File: src/rtl/invader_grid_tracker.sv
// Alive-mask tracker for the invader formation; resolves one player shot at a time.
// Latency: hit/miss pulse registers 3 edges after the shot handshake; invaded/all_dead lag by 1 cycle.
// Backpressure: shot_ready drops while a shot is resolved, and shot_valid must be held until accepted.
module invader_grid_tracker #(
  parameter int ROWS     = 5,
  parameter int COLS     = 11,
  parameter int CELL_W   = 32,
  parameter int CELL_H   = 32,
  parameter int INV_W    = 24,
  parameter int INV_H    = 16,
  parameter int BOTTOM_Y = 700
) (
  input  logic                 clk65MHz,
  input  logic                 rst,
  input  logic                 game_start,
  input  logic [9:0]           xpos,
  input  logic [9:0]           ypos,
  input  logic                 shot_valid,
  input  logic [9:0]           shot_x,
  input  logic [9:0]           shot_y,
  output logic                 shot_ready,
  output logic                 hit,
  output logic                 miss,
  output logic [2:0]           hit_row,
  output logic [3:0]           hit_col,
  output logic [5:0]           score_add,
  output logic [ROWS*COLS-1:0] alive_mask,
  output logic [6:0]           alive_count,
  output logic                 all_dead,
  output logic                 invaded
);

  localparam int NCELL  = ROWS * COLS;
  localparam int CW_LOG = $clog2(CELL_W);
  localparam int CH_LOG = $clog2(CELL_H);
  localparam int IDX_W  = $clog2(NCELL);

  typedef enum logic [1:0] {IDLE, READY, CALC, TEST} state_t;
  state_t state;

  logic [9:0]        shot_x_q, shot_y_q, x_snap, y_snap;
  logic signed [10:0] rel_x, rel_y;
  logic              out_of_grid, oog_q;
  logic [2:0]        row_q;
  logic [3:0]        col_q;
  logic [CW_LOG-1:0] off_x_q;
  logic [CH_LOG-1:0] off_y_q;

  logic [IDX_W-1:0]  cell_idx;
  logic              cell_alive, is_hit;
  logic [5:0]        score_sel;

  logic [2:0]        r_max;
  logic              any_alive;
  logic [10:0]       bottom_y;

  // Shot position relative to the snapshotted formation origin.
  always_comb begin
    rel_x = $signed({1'b0, shot_x_q}) - $signed({1'b0, x_snap});
    rel_y = $signed({1'b0, shot_y_q}) - $signed({1'b0, y_snap});
    out_of_grid = rel_x[10] || rel_y[10]
               || ($unsigned(rel_x) >= 11'(COLS * CELL_W))
               || ($unsigned(rel_y) >= 11'(ROWS * CELL_H));
  end

  always_comb begin
    cell_idx   = IDX_W'(row_q) * IDX_W'(COLS) + IDX_W'(col_q);
    cell_alive = (int'(cell_idx) < NCELL) ? alive_mask[cell_idx] : 1'b0;
    is_hit     = !oog_q && (off_x_q < CW_LOG'(INV_W)) && (off_y_q < CH_LOG'(INV_H)) && cell_alive;
    if (row_q == 3'd0)
      score_sel = 6'd30;
    else if (row_q <= 3'd2)
      score_sel = 6'd20;
    else
      score_sel = 6'd10;
  end

  // Lowest occupied row decides how far down the formation reaches.
  always_comb begin
    r_max = '0;
    for (int r = 0; r < ROWS; r++)
      if (|alive_mask[r*COLS +: COLS])
        r_max = 3'(r);
    any_alive = |alive_mask;
    bottom_y  = {1'b0, ypos} + (11'(r_max) << CH_LOG) + 11'(INV_H);
  end

  always_ff @(posedge clk65MHz or posedge rst) begin
    if (rst) begin
      state       <= IDLE;
      shot_ready  <= 1'b0;
      hit         <= 1'b0;
      miss        <= 1'b0;
      hit_row     <= '0;
      hit_col     <= '0;
      score_add   <= '0;
      alive_mask  <= '0;
      alive_count <= '0;
      all_dead    <= 1'b0;
      invaded     <= 1'b0;
      shot_x_q    <= '0;
      shot_y_q    <= '0;
      x_snap      <= '0;
      y_snap      <= '0;
      oog_q       <= 1'b0;
      row_q       <= '0;
      col_q       <= '0;
      off_x_q     <= '0;
      off_y_q     <= '0;
    end else begin
      hit      <= 1'b0;
      miss     <= 1'b0;
      all_dead <= (alive_count == 7'd0) && (state != IDLE);
      invaded  <= any_alive && (bottom_y >= 11'(BOTTOM_Y));
      case (state)
        IDLE: begin
          if (game_start) begin
            alive_mask  <= '1;
            alive_count <= 7'(NCELL);
            shot_ready  <= 1'b1;
            state       <= READY;
          end
        end
        READY: begin
          if (shot_valid && shot_ready) begin
            shot_x_q   <= shot_x;
            shot_y_q   <= shot_y;
            x_snap     <= xpos;
            y_snap     <= ypos;
            shot_ready <= 1'b0;
            state      <= CALC;
          end
        end
        CALC: begin
          oog_q   <= out_of_grid;
          col_q   <= rel_x[CW_LOG +: 4];
          row_q   <= rel_y[CH_LOG +: 3];
          off_x_q <= rel_x[CW_LOG-1:0];
          off_y_q <= rel_y[CH_LOG-1:0];
          state   <= TEST;
        end
        TEST: begin
          if (is_hit) begin
            alive_mask[cell_idx] <= 1'b0;
            alive_count          <= alive_count - 7'd1;
            hit                  <= 1'b1;
            hit_row              <= row_q;
            hit_col              <= col_q;
            score_add            <= score_sel;
          end else begin
            miss <= 1'b1;
          end
          shot_ready <= 1'b1;
          state      <= READY;
        end
        default: state <= IDLE;
      endcase
    end
  end

endmodule
File: config.mk
export PLATFORM = sky130hd
export DESIGN_NAME = invader_grid_tracker
export DESIGN_NICKNAME = d
export VERILOG_FILES = /design/src/rtl/invader_grid_tracker.sv
export SDC_FILE = /design/constraint.sdc
export NUM_CORES = 1
export LEC_CHECK = 0
export ABC_AREA = 1
export BUFFER_PORTS_ARGS = -buffer_cell sky130_fd_sc_hd__buf_2
export CORE_MARGIN = 2
export CORE_UTILIZATION = 40
export CTS_CLUSTER_DIAMETER = 60
export CTS_CLUSTER_SIZE = 28
export DETAILED_ROUTE_END_ITERATION = 10
export MAX_ROUTING_LAYER = met4
export SETUP_SLACK_MARGIN = 0.4
export SYNTH_ARGS = -nofsm -noshare
export SYNTH_HDL_FRONTEND = slang
export SYNTH_SLANG_ARGS = --single-unit
export TNS_END_PERCENT = 30
File: constraint.sdc
create_clock -name clk65MHz -period 5.11 [get_ports clk65MHz]
set_clock_uncertainty 0.1 [all_clocks]
set_input_delay 1.022 -clock clk65MHz [delete_from_list [all_inputs] [get_ports clk65MHz]]
set_output_delay 1.022 -clock clk65MHz [all_outputs]
set_load 0.005 [all_outputs]
==> metrics.cfg, run 1 <==
[timing]
slew_headroom_pct=33.4
final-max-slew-violation-count=0
post_route_setup_tns_ns=0
share_of_the_clock_period_used_by_the_worst_path_pct=87.0
grt_setup_unrepaired=false
finalSetupViolations=0
worst_margin_pin_slew_ns=0.999
finalHoldViolations=0
final_period_minus_worst_setup_slack_ns=4.45
achievable-frequency_ghz=0.225

[hold_path]
min_path_type=reg2reg

[synth]
mappedNetlistArea_um2=8100
synth.distinct_cells=44
netlist_instances=1082
synth_edf_count=0
synth-main-ff-cell=dfrtp_1
ys_ff_latch=129
syn_avg_cell_area_um2=7.49
synthesis.yosys.warnings=0
synth-seq-area-share_pct=39.8
async_set_or_reset_register_ratio_after_synthesis_pct=100

[routing]
finalWirelength_mm=22.0
detail-route-antenna-nets=0
detailedRoute.firstPassIterationCount=5
detailed_route_via_count=7461
drt_drc_violations_left=0
drtIter0Drc=506
average_vias_per_placed_instance=5.08
detail_route.wl_per_cell_um=15.0

[global_routing]
grt.total_usage_pct=21.3
number_of_antenna_violations_at_the_first_check_in_global_routing=0
grt_max_degree=106
grt_pass1_wl_mm=35.6
number_of_global_route_vias_before_repair=6858
globalRouteOverflowTotal=0

[worst_setup_path]
cp_data_required_time_ns=5.37
timing.critical_path.to_type=flip-flop
path_class=reg2reg
critical_path.startpoint_type=flip-flop
critical_path.max_fanout=62
critPathArrivalTime_ns=4.71

[placed_design]
finalWeightedCongestion=0.877
dp_cells=1437
placement.cell_area_um2=8870
port_buffers=121
detailed_placement_wirelength_estimate_mm=14.8

[clocking]
cts_post_setup_buffers_inserted=0
cts-resized-gates=0
ctsHtreeMaxLevel=4
cell_at_the_root_of_the_clock_tree=clkbuf_16
clk_pin_slew_ns=0.06
tritoncts=done
cts_hold_buffers=0
cts.path.max_buffers=2
clock_latency_ns=0.43
cts_num_sinks=129
cts_made_buffers=17

[floorplanning]
dieHeight_um=146
fp.dieArea_um2=21400
num_rows=52
floorplan.core_area_um2=20000
total_i_o_pin_count=124
die-width_um=146
initial_utilization_pct=40.4

[final_layout]
final_layout_size_suffix_gt1_share_pct=16.7
final_non_filler_cell_area_um2=9460
non_filler_instance_count_after_layout=1469
antenna_cells_inserted=0
area.growth.synth_to_final_pct=16.7
nNetsFinal=1281

[outcome]
status=complete, no violations

[job]
maximum_capacitance_violations=0

[synthesized netlist by cell type, drive strengths merged (2+ instances only)]
cell type,instances,area share [%]
o21bai,3,0.28
xnor2,5,0.54
nor2,71,3.6
buf,25,2.3
fa,6,1.5
ha,45,6.9
nor3,5,0.31
a31oi,7,0.54
nand3,114,7.0
or2,6,0.46
o21a,3,0.28
mux2,17,2.4
dfrtp,129,40
nor4,7,0.54
nand4,4,0.31
nand3b,2,0.19
clkbuf,19,0.88
a21oi,42,2.6
xor2,14,1.6
nand2,362,17
a21o,2,0.19
inv,96,4.4
o21ai,88,5.4
[per-layer routing]
| metal | track usage, % | part of all wire, % | vias up |
|---|---|---|---|
| met5 | - | 0 | - |
| li1 | - | - | 3711 |
| met2 | 32.7 | 45 | 257 |
| met1 | 28.8 | 47 | 3465 |
| met4 | 5.53 | 1.5 | 0 |
| met3 | 4.78 | 6.5 | 28 |
[worst paths after layout]
kind | from | endpoint | slack, ns | depth (start not counted)
min in group asynchronous | rst | y_snap[0] | 0.71 | 2
setup / recovery | row_q[2] | alive_mask[35] | 0.66 | 18
setup reg to reg | row_q[2] | alive_mask[35] | 0.66 | 18
hold / removal | y_snap[8] | y_snap[8] | 0.38 | 2
max in group asynchronous | rst | shot_x_q[2] | 3.30 | 3
hold reg to reg | y_snap[8] | y_snap[8] | 0.38 | 2
[area by class of cell]
cell class | instances | area [um2]
Clock buffer | 18 | 429
Multi-Input combinational cell | 813 | 4280
Fill cell | 2064 | 10600
Inverter | 97 | 369
Timing Repair Buffer | 128 | 658
Tap cell | 270 | 338
Sequential cell | 129 | 3230
Clock inverter | 14 | 156
[worst max-delay path: stages (launching register included)]
cell and delay (ns):
dfrtp_1 0.47, inv_1 0.11, ha_1 0.30, fa_1 0.52, fa_1 0.73, inv_2 0.07
nor2_2 0.36, nand3_1 0.12, nand4_1 0.14, nand2_1 0.07, nand2_1 0.08, nand2_1 0.04
nand2_1 0.10, inv_2 0.04, nand2_2 0.23, nand2_4 0.09, nand2_4 0.54, nand2_1 0.13
nand2_1 0.09
[state kept, by name (all words and copies together), names as in the netlist, 3 cells and up]
signal / count
alive_count: 7
shot_x_q: 10
alive_mask: 55
y_snap: 10
col_q: 4
x_snap: 10
shot_y_q: 10
row_q: 3
hit_col: 4
hit_row: 3
[cell usage in the layout (no fill, tap or decap), types with 6 or more instances in the layout]
cell,n
dfrtp_1,129
xor2_1,13
nor2_1,67
a21oi_1,41
nor4_1,7
nand2_1,359
o21ai_0,85
nand3_1,113
a31oi_1,7
inv_2,6
mux2_2,17
ha_1,44
buf_2,121
clkbuf_16,17
buf_4,7
inv_1,89
fa_1,6
or2_2,6
[through the flow]
stage | util, % | hold WS, ns | setup WS (ns)
after floorplan | - | 0.349 | 0.547
after global placement | 44.3 | 0.360 | 0.786
after detailed placement | 44.3 | 0.365 | 0.721
after CTS | 47.2 | 0.389 | 0.697
after global routing | 47.2 | 0.417 | 0.418
final | 47.2 | 0.384 | 0.664
[kinds of logic (layout without fill, tap and decap cells)]
kind of cell               count (synthesis)  in the layout  share of synthesized area, %
other                                      1              2                        0.0463
and+or+nand+nor                          575            575                          29.8
adders and majority gates                 51             51                          8.43
DFF                                      129            129                          39.8
AOI/OAI and AO/OA                        149            149                          9.71
muxes                                     17             17                          2.36
buffers and inverters                    141            257                          7.63
xor gates and xnor gates                  19             19                          2.15
Power of run 1 is not shown: default switching activity piles up to over one toggle a cycle in this logic, so the estimate is an artifact.
==> run 2: changes to the inputs <==
ABC_AREA = unset   (was 1)
CORE_UTILIZATION = 25   (was 40)
==> run 2 against run 1 <==
Compared with the run above: wire length is 6.2% lower; synthesized area shrank 11%; via count fell by 22%; final cell count fell by 16%; utilization shrank 16 points; cell area shrank 6.1%; maximum frequency shrank 1.4%; clock-buffer cell count shrank 1; flip-flop and latch count stayed put; worst hold slack improved by 0.0026 ns; critical path depth fell by 3; register-to-register slack got worse by 0.06 ns.
==> metrics.cfg, run 2 <==
[synth]
syn_avg_cell_area_um2=10.1  ; +35%
async_set_or_reset_register_ratio_after_synthesis_pct=100  ; unchanged
yosys.area_share.simple_pct=14.6  ; -15 points
mappedNetlistArea_um2=7240  ; -11%
synth_top_cells_by_count=dfrtp_1, nor2_1, a21oi_1, mux2_2, inv_1
synth-main-ff-cell=dfrtp_1
yosysMostFrequentCell=dfrtp_1
synth_compound_gate_area_share_pct=12.2  ; +2.5 points
synth.distinct_cells=62  ; +41%
synth-xor-area-share_pct=2.16  ; +0.015 points
synth_largest_area_cell=dfrtp_1
ys_ff_latch=129  ; unchanged
netlist_instances=714  ; -34%
yosys.area.top_type_share_pct=44.6  ; +4.8 points
dominant_combinational_cell_family_by_area_after_synthesis=simple AND/OR/NAND/NOR gates
synth_mux_area_share_pct=11.5  ; +9.1 points
synth-seq-area-share_pct=44.6  ; +4.8 points
netlist_top_cells_area=dfrtp_1, mux2_2, ha_1
synthesis.yosys.warnings=0  ; unchanged
synth_edf_count=0  ; unchanged
post_synth_fa_ha_maj_area_fraction_pct=9.44  ; +1.0 points

[routing]
drt_drc_violations_left=0  ; unchanged
drtIter0Drc=420  ; -17%
detail-route-antenna-nets=0  ; unchanged
detailedRoute.firstPassIterationCount=4  ; -1
finalWirelength_mm=20.6  ; -6.2%
average_vias_per_placed_instance=4.71  ; -7.3%
detail_route.wl_per_cell_um=16.7  ; +12%
detailed_route_via_count=5814  ; -22%

[timing]
final-max-slew-violation-count=0  ; unchanged
holdWs_ns=0.387  ; +0.00262 ns
worst_margin_pin_slew_ns=1.04  ; +0.0408 ns
finalHoldViolations=0  ; unchanged
slew_headroom_pct=30.6  ; -2.7 points
grt_setup_unrepaired=false
achievable-frequency_ghz=0.222  ; -1.4%
post_route_setup_tns_ns=0  ; unchanged
final_period_minus_worst_setup_slack_ns=4.51  ; +0.0622 ns
finalSetupViolations=0  ; unchanged
share_of_the_clock_period_used_by_the_worst_path_pct=88.2  ; +1.2 points

[global_routing]
grt_pass1_wl_mm=32.6  ; -8.6%
grt.total_usage_pct=14.3  ; -7.0 points
grt_max_degree=62  ; -42%
number_of_antenna_violations_at_the_first_check_in_global_routing=3  ; +3
globalRouteOverflowTotal=0  ; unchanged
number_of_global_route_vias_before_repair=5871  ; -14%

[worst_setup_path]
timing.critical_path.from=row_q[1]
reg2reg_to=alive_mask[40]
critical_path.startpoint_type=flip-flop
crit_reg_reg_startpoint=row_q[1]
critical_path.max_fanout=17  ; -73%
rrSetupSlack_ns=0.60  ; -0.06 ns
worst-r2r-cell-count=15  ; -3
critPathArrivalTime_ns=4.67  ; -0.04 ns
cp_data_required_time_ns=5.27  ; -0.10 ns
path_class=reg2reg
endpoint=alive_mask[40]
timing.critical_path.to_type=flip-flop

[clocking]
clk_pin_slew_ns=0.06  ; about the same
ctsHtreeMaxLevel=4  ; unchanged
clock_latency_ns=0.42  ; about the same
cts_num_sinks=129  ; unchanged
tritoncts=done
cts_made_buffers=17  ; unchanged
cts_hold_buffers=0  ; unchanged
cell_at_the_root_of_the_clock_tree=clkbuf_16
cts.path.max_buffers=2  ; unchanged

[final_layout]
non_filler_instance_count_after_layout=1235  ; -16%
area.growth.synth_to_final_pct=22.7
final.fill_count=2922  ; +42%
largest_reg_flops=55  ; unchanged
final_non_filler_cell_area_um2=8880  ; -6.1%
most_common_cell_after_layout_fill_and_taps_aside=dfrtp_1
final_layout_size_suffix_gt1_share_pct=29.2  ; +13 points
nNetsFinal=930  ; -27%
mostFrequentLayoutCells=dfrtp_1, buf_2, nor2_1
regMostFlops=alive_mask

[hold_path]
min_path_type=reg2reg

[placed_design]
detailed_placement_wirelength_estimate_mm=15.5  ; +4.9%
placement.cell_area_um2=8230  ; -7.2%
port_buffers=121  ; unchanged
dp_cells=1199  ; -17%
finalWeightedCongestion=0.896  ; +2.2%

[floorplanning]
floorplan.core_area_um2=28600  ; +43%
num_rows=62  ; +19%
die-width_um=174  ; +19%
total_i_o_pin_count=124  ; unchanged
initial_utilization_pct=25.3  ; -15 points
dieHeight_um=174  ; +19%
fp.dieArea_um2=30300  ; +42%

[job]
maximum_capacitance_violations=0  ; unchanged

[outcome]
status=complete, no violations

## run 2: changes by cell type after synthesis, sizes merged, moves of 37 or more
cell / previous run / this run
mux2: 17 / 58
inv: 96 / 49
nand2: 362 / 28
nand3: 114 / 15
a21oi: 42 / 79
o21ai: 88 / 22
## run 2: critical path, stage by stage (launching register included)
cell and delay [ns]:
dfrtp_2 0.42, inv_1 0.09, ha_1 0.32, fa_1 0.53, fa_1 0.53, buf_4 0.22
nand2b_1 0.11, o22a_1 0.13, o22ai_1 0.07, or4_1 0.57, a311o_1 0.43, o21ai_4 0.21
inv_4 0.09, nor4_4 0.23, buf_6 0.21, a21oi_1 0.09
## run 2: cells by family (layout without fill, tap and decap cells)
family,after synthesis,after routing
DFF,129,129
xor gates and xnor gates,17,17
muxes,69,69
adders and majority gates,51,51
buffers and inverters,83,216
AOI/OAI and AO/OA,149,149
other,1,5
and+or+nand+nor,215,215
## run 2: stage by stage
| step | utilization, % | setup WS [ns] |
|---|---|---|
| detailed placement | 28.8 | 0.435 |
| global route | 31.0 | 0.401 |
| CTS | 30.9 | 0.414 |
| global placement | 28.8 | 0.562 |
| finish | 31.0 | 0.602 |
| floorplan | - | 0.547 |
## run 2: metal layers
metal / track usage (%) / part of all wire, % / up-vias
li1: - / - / 2761
met1: 17.9 / 44 / 2844
met2: 21.7 / 46 / 171
met3: 4.29 / 6.9 / 38
met4: 5.78 / 3.1 / 0
met5: - / 0 / -
## run 2: worst min path at each step
stage                           start           to  slack [ns]  depth (start not counted)
after floorplan             y_snap[4]    y_snap[4]        0.35                          2
after global placement      y_snap[4]    y_snap[4]        0.37                          2
after detailed placement    y_snap[4]    y_snap[4]        0.38                          2
after CTS                   y_snap[4]    y_snap[4]        0.39                          2
after global routing      shot_x_q[0]  shot_x_q[0]        0.43                          1
final                       y_snap[4]    y_snap[4]        0.39                          2
## run 2: timing repair
action,4_1_cts,5_1_grt
hold endpoints to repair,0,0
setup endpoints to repair,0,42
gates resized for setup,0,4
setup buffers,0,1
## run 2: cell type report
class	instances	area [um2]	area share (%)
clock inverter	15	196	2.21
sequential	129	3230	36.4
inverter	49	189	2.13
timing repair buffer	135	718	8.09
antenna	3	7.51	0.0846
tap	384	480	5.41
clock buffer	17	425	4.79
multi-input combinational	503	3630	40.9
Power of run 2 is left out for the same reason.
==> run 3: changes to the inputs <==
CORE_MARGIN = 1.5   (was 2)
==> run 3 against run 2 <==
Compared with the run above: wire length is 1.5% lower; cell area is 0.32% lower; critical endpoint is now alive_mask[24]; flip-flop and latch count stayed put; maximum frequency is 0.84% higher; worst hold slack hardly changed; highest routed layer unchanged; utilization is 0.10 points lower; via count is 1.7% lower; clock-buffer cell count stayed put; largest cell class unchanged; final cell count is 0.24% lower; worst setup slack better by 0.037 ns; critical path depth stayed put; sequential share of layout area is 0.12 points higher.
==> metrics.cfg, run 3 (synthesis results as in run 2) <==
[global_routing]
globalRouteOverflowTotal=0  ; unchanged
gr-max-usage-layer=met2
grt_max_degree=67  ; +8.1%
number_of_global_route_vias_before_repair=5719  ; -2.6%
number_of_antenna_violations_at_the_first_check_in_global_routing=1  ; -2
global_route.usage.met3_pct=3.96  ; -0.33 points
grt_pass1_wl_mm=32.4  ; -0.42%
groute.layer.met2.usage_pct=22.1  ; +0.38 points
grt.total_usage_pct=14.4  ; +0.11 points
global_route.usage.met1_pct=17.9  ; +0.046 points

[placed_design]
finalWeightedCongestion=0.882  ; -1.6%
detailed_placement_wirelength_estimate_mm=15.3  ; -1.4%
dp_cells=1198  ; -0.083%
port_buffers=121  ; unchanged

[job]
maximum_capacitance_violations=0  ; unchanged

[timing]
final_period_minus_worst_setup_slack_ns=4.47  ; -0.0374 ns
achievable-frequency_ghz=0.224  ; +0.84%
finalSetupViolations=0  ; unchanged
grt_setup_unrepaired=false
worst_margin_pin_slew_ns=1.05  ; +0.0137 ns
finalHoldViolations=0  ; unchanged
share_of_the_clock_period_used_by_the_worst_path_pct=87.5  ; -0.73 points
post_route_setup_tns_ns=0  ; unchanged
slew_headroom_pct=29.1  ; -1.6 points
final-max-slew-violation-count=0  ; unchanged

[worst_setup_path]
reg2reg_to=alive_mask[24]
critPathArrivalTime_ns=4.64  ; -0.03 ns
cp_data_required_time_ns=5.28  ; about the same
critical_path.startpoint_type=flip-flop
timing.critical_path.to_type=flip-flop
critical_path.max_fanout=17  ; unchanged
path_class=reg2reg
rrSetupSlack_ns=0.64  ; +0.04 ns
worst-r2r-cell-count=15  ; unchanged
crit_reg_reg_startpoint=row_q[1]

[final_layout]
most_common_cell_after_layout_fill_and_taps_aside=dfrtp_1
post_layout_util_pct=30.9  ; -0.10 points
largest_reg_flops=55  ; unchanged
regMostFlops=alive_mask
final.fill_count=2966  ; +1.5%
final_layout_size_suffix_gt1_share_pct=29.2  ; -0.084 points
mostFrequentLayoutCells=dfrtp_1, buf_2, nor2_1
seqCellArea_um2=3230  ; unchanged
multi_input_area_um2=3640  ; +0.31%
area.growth.synth_to_final_pct=22.3
nNetsFinal=929  ; -0.11%
non_filler_instance_count_after_layout=1232  ; -0.24%

[clocking]
cts.path.max_buffers=2  ; unchanged
cell_at_the_root_of_the_clock_tree=clkbuf_16
ctsHtreeMaxLevel=4  ; unchanged
cts_made_buffers=17  ; unchanged
clock_latency_ns=0.43  ; about the same
clk_pin_slew_ns=0.06  ; about the same
cts_num_sinks=129  ; unchanged
tritoncts=done

[routing]
detailed_route_via_count=5716  ; -1.7%
detailedRoute.firstPassIterationCount=5  ; +1
detail_route.wl_per_cell_um=16.5  ; -1.3%
finalWirelength_mm=20.3  ; -1.5%
detail-route-antenna-nets=0  ; unchanged
drt_drc_violations_left=0  ; unchanged
average_vias_per_placed_instance=4.64  ; -1.4%
drtIter0Drc=407  ; -3.1%

[floorplanning]
total_i_o_pin_count=124  ; unchanged
floorplan.core_area_um2=28600  ; unchanged
fp.dieArea_um2=30000  ; -1.1%
dieHeight_um=173  ; -0.57%
die-width_um=173  ; -0.57%
num_rows=62  ; unchanged
initial_utilization_pct=25.3  ; unchanged

[outcome]
status=complete, no violations

[hold_path]
hold-path-cell-count=2  ; unchanged
hold_end=y_snap[4]
worst_hold_startpoint=y_snap[4]
min_path_type=reg2reg

run 3: changes by cell type in the layout (fill, tap and decap cells not counted), sizes merged:
cell	before	now
clkinv	4	2
clkinvlp	1	3
diode	3	1
buf	135	134
bufinv	3	2
inv	56	57
run 3: how the worst max path moves through the flow:
| stage | startpoint | to | depth (start not counted) |
|---|---|---|---|
| after floorplan | rst | alive_count[0] | 1 |
| after global placement | row_q[2] | alive_mask[40] | 15 |
| after detailed placement | row_q[1] | alive_mask[40] | 13 |
| after CTS | row_q[1] | alive_mask[40] | 13 |
| after global routing | row_q[1] | alive_mask[44] | 15 |
| final | row_q[1] | alive_mask[24] | 15 |
run 3: layer usage:
metal | vias to the layer above | part of all wire, %
met2 | 165 | 46
li1 | 2755 | -
met5 | - | 0
met3 | 39 | 6.1
met4 | 0 | 3.1
met1 | 2757 | 45
run 3: cell type report:
cell class                      count  share of cell area, %
Antenna cell                        1                 0.0283
Clock buffer                       17                   4.81
Sequential cell                   129                   36.5
Tap cell                          384                   5.43
Timing Repair Buffer              134                   7.99
Inverter                           49                   2.13
Multi-Input combinational cell    503                   41.2
Clock inverter                     15                   1.95
run 3: what timing repair did:
action | CTS | global route
hold buffers | 0 | 0
gates resized for setup | 0 | 4
endpoints found under the setup margin | 0 | 66
setup buffers | 0 | 1
hold endpoints to repair | 0 | 0
run 3: worst max-delay path, stage by stage (launching register included):
cell      delay, ns
dfrtp_2        0.42
inv_1          0.09
ha_1           0.31
fa_1           0.52
fa_1           0.52
buf_4          0.21
nand2b_1       0.11
o22a_1         0.14
o22ai_1        0.06
or4_1          0.54
a311o_1        0.43
o21ai_4        0.20
inv_4          0.09
nor4_4         0.20
buf_4          0.25
a21oi_1        0.09
run 3: through the flow:
step           hold WS, ns  cell area (um2)  setup WS [ns]
2_1_floorplan        0.350             7240          0.547
3_3_place_gp         0.366             8220          0.561
3_5_place_dp         0.375             8220          0.422
4_1_cts              0.389             8820          0.404
5_1_grt              0.421             8850          0.411
6_report             0.387             8850          0.639
Power of run 3 is left out for the same reason.
